[src/rtl/oam_dma_pkg.sv]
// Shared constants, state encoding and echo-fold helper for the OAM DMA engine.
package oam_dma_pkg;

  localparam logic [15:0] DMA_REG_ADDR = 16'hFF46;
  localparam logic [15:0] OAM_BASE     = 16'hFE00;
  localparam int          DMA_LEN      = 160;
  localparam logic [7:0]  ECHO_FOLD_HI = 8'hE0;
  localparam logic [7:0]  LAST_IDX     = 8'(DMA_LEN - 1);

  typedef enum logic [1:0] {
    IDLE  = 2'd0,
    START = 2'd1,
    READ  = 2'd2,
    WRITE = 2'd3
  } dma_state_t;

  // Sources in the echo region E000-FFFF are fetched from their C000-DFFF mirror.
  function automatic logic [7:0] fold_hi(input logic [7:0] hi);
    return (hi >= ECHO_FOLD_HI) ? (hi - 8'h20) : hi;
  endfunction

endpackage

[src/rtl/oam_dma.sv]
// OAM DMA: owns FF46, copies 160 bytes {src_hi,00..9F} -> FE00..FE9F, 1 + 2/byte cycles.
// CPU bus passes through combinationally when idle; CPU accesses are dropped while DMA owns the bus.
module oam_dma
  import oam_dma_pkg::*;
(
  input  logic        clk,
  input  logic        rst,
  input  logic [15:0] A_cpu,
  input  logic [7:0]  Do_cpu,
  input  logic        wr_cpu,
  input  logic        rd_cpu,
  output logic [7:0]  Di_cpu,
  output logic [15:0] A_mmu,
  output logic [7:0]  Do_mmu,
  output logic        wr_mmu,
  output logic        rd_mmu,
  input  logic [7:0]  Di_mmu,
  output logic        dma_active
);

  dma_state_t state;
  logic [7:0] src_hi;
  logic [7:0] idx;
  logic [7:0] data_q;
  logic [7:0] eff_hi;
  logic       reg_hit;

  assign reg_hit    = (A_cpu == DMA_REG_ADDR);
  assign eff_hi     = fold_hi(src_hi);
  assign dma_active = (state != IDLE);

  // A register write outranks every state, so it restarts even on the final WRITE.
  always_ff @(posedge clk) begin
    if (rst) begin
      state  <= IDLE;
      src_hi <= 8'h00;
      idx    <= 8'h00;
      data_q <= 8'h00;
    end else if (wr_cpu && reg_hit) begin
      state  <= START;
      src_hi <= Do_cpu;
      idx    <= 8'h00;
    end else begin
      case (state)
        IDLE:  state <= IDLE;
        START: state <= READ;
        READ: begin
          data_q <= Di_mmu;
          state  <= WRITE;
        end
        WRITE: begin
          idx   <= idx + 8'h01;
          state <= (idx == LAST_IDX) ? IDLE : READ;
        end
        default: state <= IDLE;
      endcase
    end
  end

  always_comb begin
    A_mmu  = A_cpu;
    Do_mmu = Do_cpu;
    wr_mmu = wr_cpu;
    rd_mmu = rd_cpu;
    Di_cpu = Di_mmu;
    case (state)
      IDLE: begin
        if (reg_hit) begin
          wr_mmu = 1'b0;
          rd_mmu = 1'b0;
        end
      end
      START: begin
        A_mmu  = {eff_hi, idx};
        Do_mmu = 8'h00;
        wr_mmu = 1'b0;
        rd_mmu = 1'b0;
        Di_cpu = 8'hFF;
      end
      READ: begin
        A_mmu  = {eff_hi, idx};
        Do_mmu = 8'h00;
        wr_mmu = 1'b0;
        rd_mmu = 1'b1;
        Di_cpu = 8'hFF;
      end
      WRITE: begin
        A_mmu  = OAM_BASE + {8'h00, idx};
        Do_mmu = data_q;
        wr_mmu = 1'b1;
        rd_mmu = 1'b0;
        Di_cpu = 8'hFF;
      end
      default: begin
        wr_mmu = 1'b0;
        rd_mmu = 1'b0;
      end
    endcase
    if (reg_hit) Di_cpu = src_hi;
  end

endmodule

[config.mk]
export PLATFORM = sky130hd
export DESIGN_NAME = oam_dma
export DESIGN_NICKNAME = d
export VERILOG_FILES = /design/src/rtl/oam_dma_pkg.sv /design/src/rtl/oam_dma.sv
export SDC_FILE = /design/constraint.sdc
export NUM_CORES = 1
export LEC_CHECK = 0
export CORE_AREA = 2 2 91 93
export DETAILED_ROUTE_END_ITERATION = 6
export DIE_AREA = 0 0 93 95
export PLACE_DENSITY = 0.6
export SYNTH_ARGS = -nofsm -noshare
export SYNTH_HDL_FRONTEND = slang
export SYNTH_SLANG_ARGS = --single-unit
[constraint.sdc]
create_clock -name clk -period 3.8 [get_ports clk]
set_input_delay 0.95 -clock clk [delete_from_list [all_inputs] [get_ports clk]]
set_output_delay 0.95 -clock clk [all_outputs]
set_load 0.005 [all_outputs]
======== Yosys cells after proc, flatten, opt, wreduce, memory -nomap -nowiden ========
Index checks and enable logic that the tools add are counted.
W data, S select, Z words.
cells by class
  add/subtract/negate cells ............... 3
  multiply operators ...................... 0
  div/mod/pow operators ................... 0
  $lt $le $gt $ge ......................... 1
  eq/ne operators ......................... 5
  shift operators ......................... 0
  muxes and demuxes ....................... 12
  bitwise gates (word level) .............. 1
  reductions and logical operators ........ 8
operators by type and width
  kind                     number
  $pmux W16 S2             1
  $mux W8                  3
  $eq A16 B16 Y1 const B   1
  $pmux W8 S2              1
  $add A10 B9 Y11 const A  1
  $add A8 B1 Y8 const B    1
  $eq A8 B8 Y1 const B     1
  $ge A8 B8 Y1 const B     1
  $pmux W2 S4              1
  $sub A8 B6 Y8 const B    1
  $pmux W1 S3              2
  $reduce_or A2 Y1         3
  $eq A2 B2 Y1 const B     2
  $mux W1                  3
  $reduce_or A3 Y1         1
  $eq A2 B1 Y1 const B     1
  $logic_not A2 Y1         1
  $mux W2                  1
  $reduce_and A2 Y1        1
  $reduce_bool A2 Y1       1
  $logic_and A1 B1 Y1      1
  $not A1 Y1               1
word-level totals
  register bits after elaboration ......... 26
  latch bits .............................. 0
  RAM bits ................................ 0
  ROM bits ................................ 0
  input bits .............................. 36
  output and inout port bits .............. 35
  logic and storage cells ................. 35
  memories ................................ 0

======== Longest topological paths before layout ========
Gate-level depths: netlist of the first run.
  depth in word-level cells ............... 4
  mapped depth ............................ 7
  gate-level depth less buffers ........... 6

======== Worst setup path before layout of the first run ========
No wires, ideal clock.
  path kind ............................... in2out
  start point ............................. in A_cpu[7]
  end point ............................... out Di_cpu[0]
  arrival time ............................ 1.809 ns
  required time ........................... 2.850 ns
  path slack .............................. 1.041 ns
  stages on the path ...................... 4
  buffers on the path ..................... 1
  cells stage by stage .................... and4bb_2 -> nand4_4 -> buf_2 -> a31oi_1
on the way
  word-level cells in the longest chain between the ends .. 2
ends and longest elaborated chain
  element             RTL line       source
  start: declaration  oam_dma.sv:8   input logic [15:0] A_cpu,
  $eq A16 B16 Y1      oam_dma.sv:28  assign reg_hit = (A_cpu == DMA_REG_ADDR);
  $mux W8             oam_dma.sv:99  if (reg_hit) Di_cpu = src_hi;
  end: declaration    oam_dma.sv:12  output logic [7:0] Di_cpu,
Every way passes these cells.

======== Final worst setup path of the first run ========
  start point ............................. in A_cpu[7]
  end point ............................... out Di_cpu[3]
The elaborated chain is that of the path after synthesis.

==> results of run 1 <==
==> cell type report <==
| class | instances | area, µm² |
|---|---|---|
| Inverter | 19 | 71.3 |
| Clock buffer | 4 | 55.1 |
| Multi-Input combinational cell | 203 | 1250 |
| Fill cell | 866 | 5120 |
| Timing Repair Buffer | 77 | 773 |
| Tap cell | 105 | 131 |
| Sequential cell | 26 | 520 |
==> cell usage after synthesis (all sizes together), types with 6 or more instances <==
| library cell | count | share of area, % |
|---|---|---|
| clkbuf | 14 | 2.7 |
| inv | 19 | 3.7 |
| o21ai | 24 | 6.2 |
| ha | 6 | 3.9 |
| nand2 | 52 | 10 |
| a31oi | 16 | 5.2 |
| mux2i | 9 | 4.7 |
| a21oi | 7 | 1.8 |
| nand2b | 16 | 5.2 |
| nor3b | 8 | 3.1 |
| nand4b | 8 | 3.6 |
| buf | 6 | 1.7 |
| dfxtp | 26 | 27 |
| o311ai | 8 | 4.4 |
| nor2 | 22 | 4.7 |
==> worst min-delay path, stage by stage, from the launching register on <==
cell and delay, ns:
sky130_fd_sc_hd__dfxtp_1 0.33, sky130_fd_sc_hd__nand2b_1 0.06, sky130_fd_sc_hd__mux2i_1 0.05
==> cell usage in the layout, fill, tap and decap left out, types with 6 or more instances in the layout <==
cell                               n
sky130_fd_sc_hd__buf_4             6
sky130_fd_sc_hd__nand4b_1          8
sky130_fd_sc_hd__dfxtp_1          26
sky130_fd_sc_hd__ha_1              6
sky130_fd_sc_hd__nor2_1           21
sky130_fd_sc_hd__a21oi_1           7
sky130_fd_sc_hd__a31oi_1          16
sky130_fd_sc_hd__o21ai_0          24
sky130_fd_sc_hd__nand2b_1         16
sky130_fd_sc_hd__inv_1            18
sky130_fd_sc_hd__mux2i_1           9
sky130_fd_sc_hd__clkdlybuf4s50_1  67
sky130_fd_sc_hd__nor3b_1           8
sky130_fd_sc_hd__nand2_1          52
==> path summary, 6_finish.rpt <==
kind,startpoint,end
worst max-delay path,A_cpu[7],Di_cpu[3]
worst max register to register,state[1]$_SDFF_PP0_,idx[7]$_SDFFE_PP0P_
worst min register to register,src_hi[2]$_SDFFE_PP0P_,src_hi[2]$_SDFFE_PP0P_
worst min-delay path,src_hi[2]$_SDFFE_PP0P_,src_hi[2]$_SDFFE_PP0P_
==> cells by family (layout without fill, tap and decap cells) <==
logic type / Yosys count / in the layout / share of synthesized area (%)
compound gates: 61 / 61 / 20.5
mux: 9 / 9 / 4.66
flops: 26 / 26 / 26.9
fa+ha+maj: 6 / 6 / 3.89
xor+xnor: 7 / 7 / 3.17
simple gates: 120 / 120 / 32.6
buf+inv: 39 / 100 / 8.16
==> repair_timing <==
| item | CTS | global route |
|---|---|---|
| buffers inserted | 0 | 0 |
| endpoints found under the setup margin | 0 | 3 |
| resized for setup | 0 | 3 |
==> sequential cells by signal, summed over array words and instances, names as in the netlist <==
| signal | cells |
|---|---|
| src_hi | 8 |
| state | 2 |
| idx | 8 |
| data_q | 8 |
==> metrics by stage <==
stage	power [mW]	hold slack, ns	setup slack (ns)	instances
after floorplan	0.314	0.462	1.04	268
after global placement	0.404	0.477	0.0565	430
after detailed placement	0.404	0.482	0.0600	430
after CTS	0.585	0.495	0.0493	434
after global routing	0.602	0.521	0.00759	434
final	0.577	0.492	0.0250	434
==> routing by layer <==
layer,wire (µm),vias up,GRT usage [%],part of all wire (%)
met4,38,0,2.57,0.64
met3,407,4,2.08,6.9
met5,0,-,0,0
met2,2640,79,21.9,45
li1,-,1053,-,-
met1,2810,931,18.1,48
==> power groups by stage <==
stage	combinational [mW]	clock [mW]	sequential [mW]
5_1_grt	0.134	0.196	0.272
2_1_floorplan	0.0352	0	0.279
6_report	0.123	0.182	0.272
3_3_place_gp	0.126	0	0.279
3_5_place_dp	0.125	0	0.279
4_1_cts	0.126	0.186	0.272
==> results.json, run 1 <==
{
  "path_clk_slew_ns": 0.09,
  "post_synth.cell_area_avg_um2": 7.21,
  "number_of_antenna_violations_at_the_first_check_in_global_routing": 0,
  "grt_setup_unrepaired": "false",
  "synthesis.nets": 310,
  "post_route_setup_tns_ns": 0,
  "clock-root-buffer": "sky130_fd_sc_hd__clkbuf_8",
  "worstMarginPinSlew_ns": 0.675,
  "layout.core_utilization_pct": 35.4,
  "clock_tree_from_tritoncts": "done",
  "height_of_the_die_um": 95,
  "seq_power_share_pct": 47.1,
  "overflow": 0,
  "synth_seq_cells": 26,
  "highest_achievable_clock_rate_mhz": 265,
  "hpwl_um": 4560,
  "end_kind": "primary output",
  "slew_headroom_pct": 54.9,
  "critical_path_arrival_ns": 2.83,
  "num-nets-final": 372,
  "total_routed_length_um": 5900,
  "reg2regPathDepth": 6,
  "design_area_um2": 2810,
  "p_sw_mw": 0.133,
  "critical_path_peak_fanout": 29,
  "power_report.internal_total_mw": 0.444,
  "timing.critical_path.mode_cell": "sky130_fd_sc_hd__clkdlybuf4s50_1",
  "period_share_pct": 99.3,
  "run_status": "finished clean",
  "report.final.hold_viol_count": 0,
  "timing_max_transition_violations_final": 0,
  "cts_buffers": 3,
  "timing.final.crit_period_ns": 3.78,
  "ios": 71,
  "setup.worst_path.class": "in -> out",
  "port-buffer-count": 70,
  "cellPowerDensity_nw_per_um2": 206,
  "regToRegSetupSlack_ns": 1.91,
  "cts_num_sinks": 26,
  "flow.area_growth_from_synthesis_pct": 45.2,
  "drc": 0,
  "first_global_vias": 1845,
  "power.share.clock_pct": 31.5,
  "critical_path_cell_count": 7,
  "drtIter0Drc": 70,
  "hp-class": "reg -> reg",
  "p_sw_share_pct": 23.1,
  "fin_worst_skew_ns": 0.00343,
  "antennaDiodeCount": 0,
  "combinationalPowerShare_pct": 21.3,
  "drv.max_cap_violation_count": 0,
  "clk-insertion-delay-late_ns": 0.27,
  "number_of_rows_created_at_floorplan": 33,
  "syn_area_um2": 1930,
  "static-leakage-power_nw": 1.05,
  "slowest_stage": "sky130_fd_sc_hd__clkdlybuf4s50_1",
  "vdd.ir_drop.worst_mv": 0.132,
  "grt_use_total_pct": 13.2,
  "post_synth_inst_count": 268,
  "synth_cell_type_count": 34,
  "placement.cell_area_um2": 2740,
  "hold-path-cell-count": 2,
  "cp.buffers_inverters": 3,
  "grt_pass1_wl_um": 9320,
  "post_drt_via_cell_ratio": 4.76,
  "startpoint_type_of_the_worst_setup_path": "primary input",
  "cts_htree_levels": 1,
  "crit_path_max_incr_delay_ns": 0.54,
  "setup_viol": 0,
  "dr_total_vias": 2067,
  "cts_hold_buf": 0,
  "postSynth.topFlopCell": "sky130_fd_sc_hd__dfxtp_1",
  "asyncSetResetFlopFracSynth_pct": 0,
  "die-area_um2": 8840,
  "dr.pass1.iters": 4,
  "synth_edf_count": 0,
  "yosysSeqAreaShare_pct": 26.9,
  "drtAntennaViolNets": 0,
  "crit_family": "buffers and inverters",
  "cts_buffer_depth": 2,
  "initial_core_util_pct": 24.4,
  "route.detailed.wl_per_inst_um": 13.6,
  "grt_max_degree": 45,
  "die_width_um": 93,
  "worst_path_required_time_ns": 2.85,
  "synth.yosys.warnings": 0,
  "critical_path.cell_chain": "clkdlybuf4s50_1, and4bb_2, nand4_4, buf_12, nor2_1, a31oi_1, clkdlybuf4s50_1",
  "routabilityCongestion": 0.820,
  "drive_above_1_share_pct": 6.38,
  "core_area_um2": 7930
}
(Power assumes the default switching activity.)
==> inputs of run 2 (changes only) <==
--- a/config.mk
+++ b/config.mk
@@ -5,10 +5,10 @@
 export SDC_FILE = /design/constraint.sdc
 export NUM_CORES = 1
 export LEC_CHECK = 0
+export ABC_CLOCK_PERIOD_IN_PS = 3800
 export CORE_AREA = 2 2 91 93
 export DETAILED_ROUTE_END_ITERATION = 6
 export DIE_AREA = 0 0 93 95
-export PLACE_DENSITY = 0.6
 export SYNTH_ARGS = -nofsm -noshare
 export SYNTH_HDL_FRONTEND = slang
 export SYNTH_SLANG_ARGS = --single-unit
==> results of run 2 <==
Final layout, timing and power as in run 1 (identical DEF).
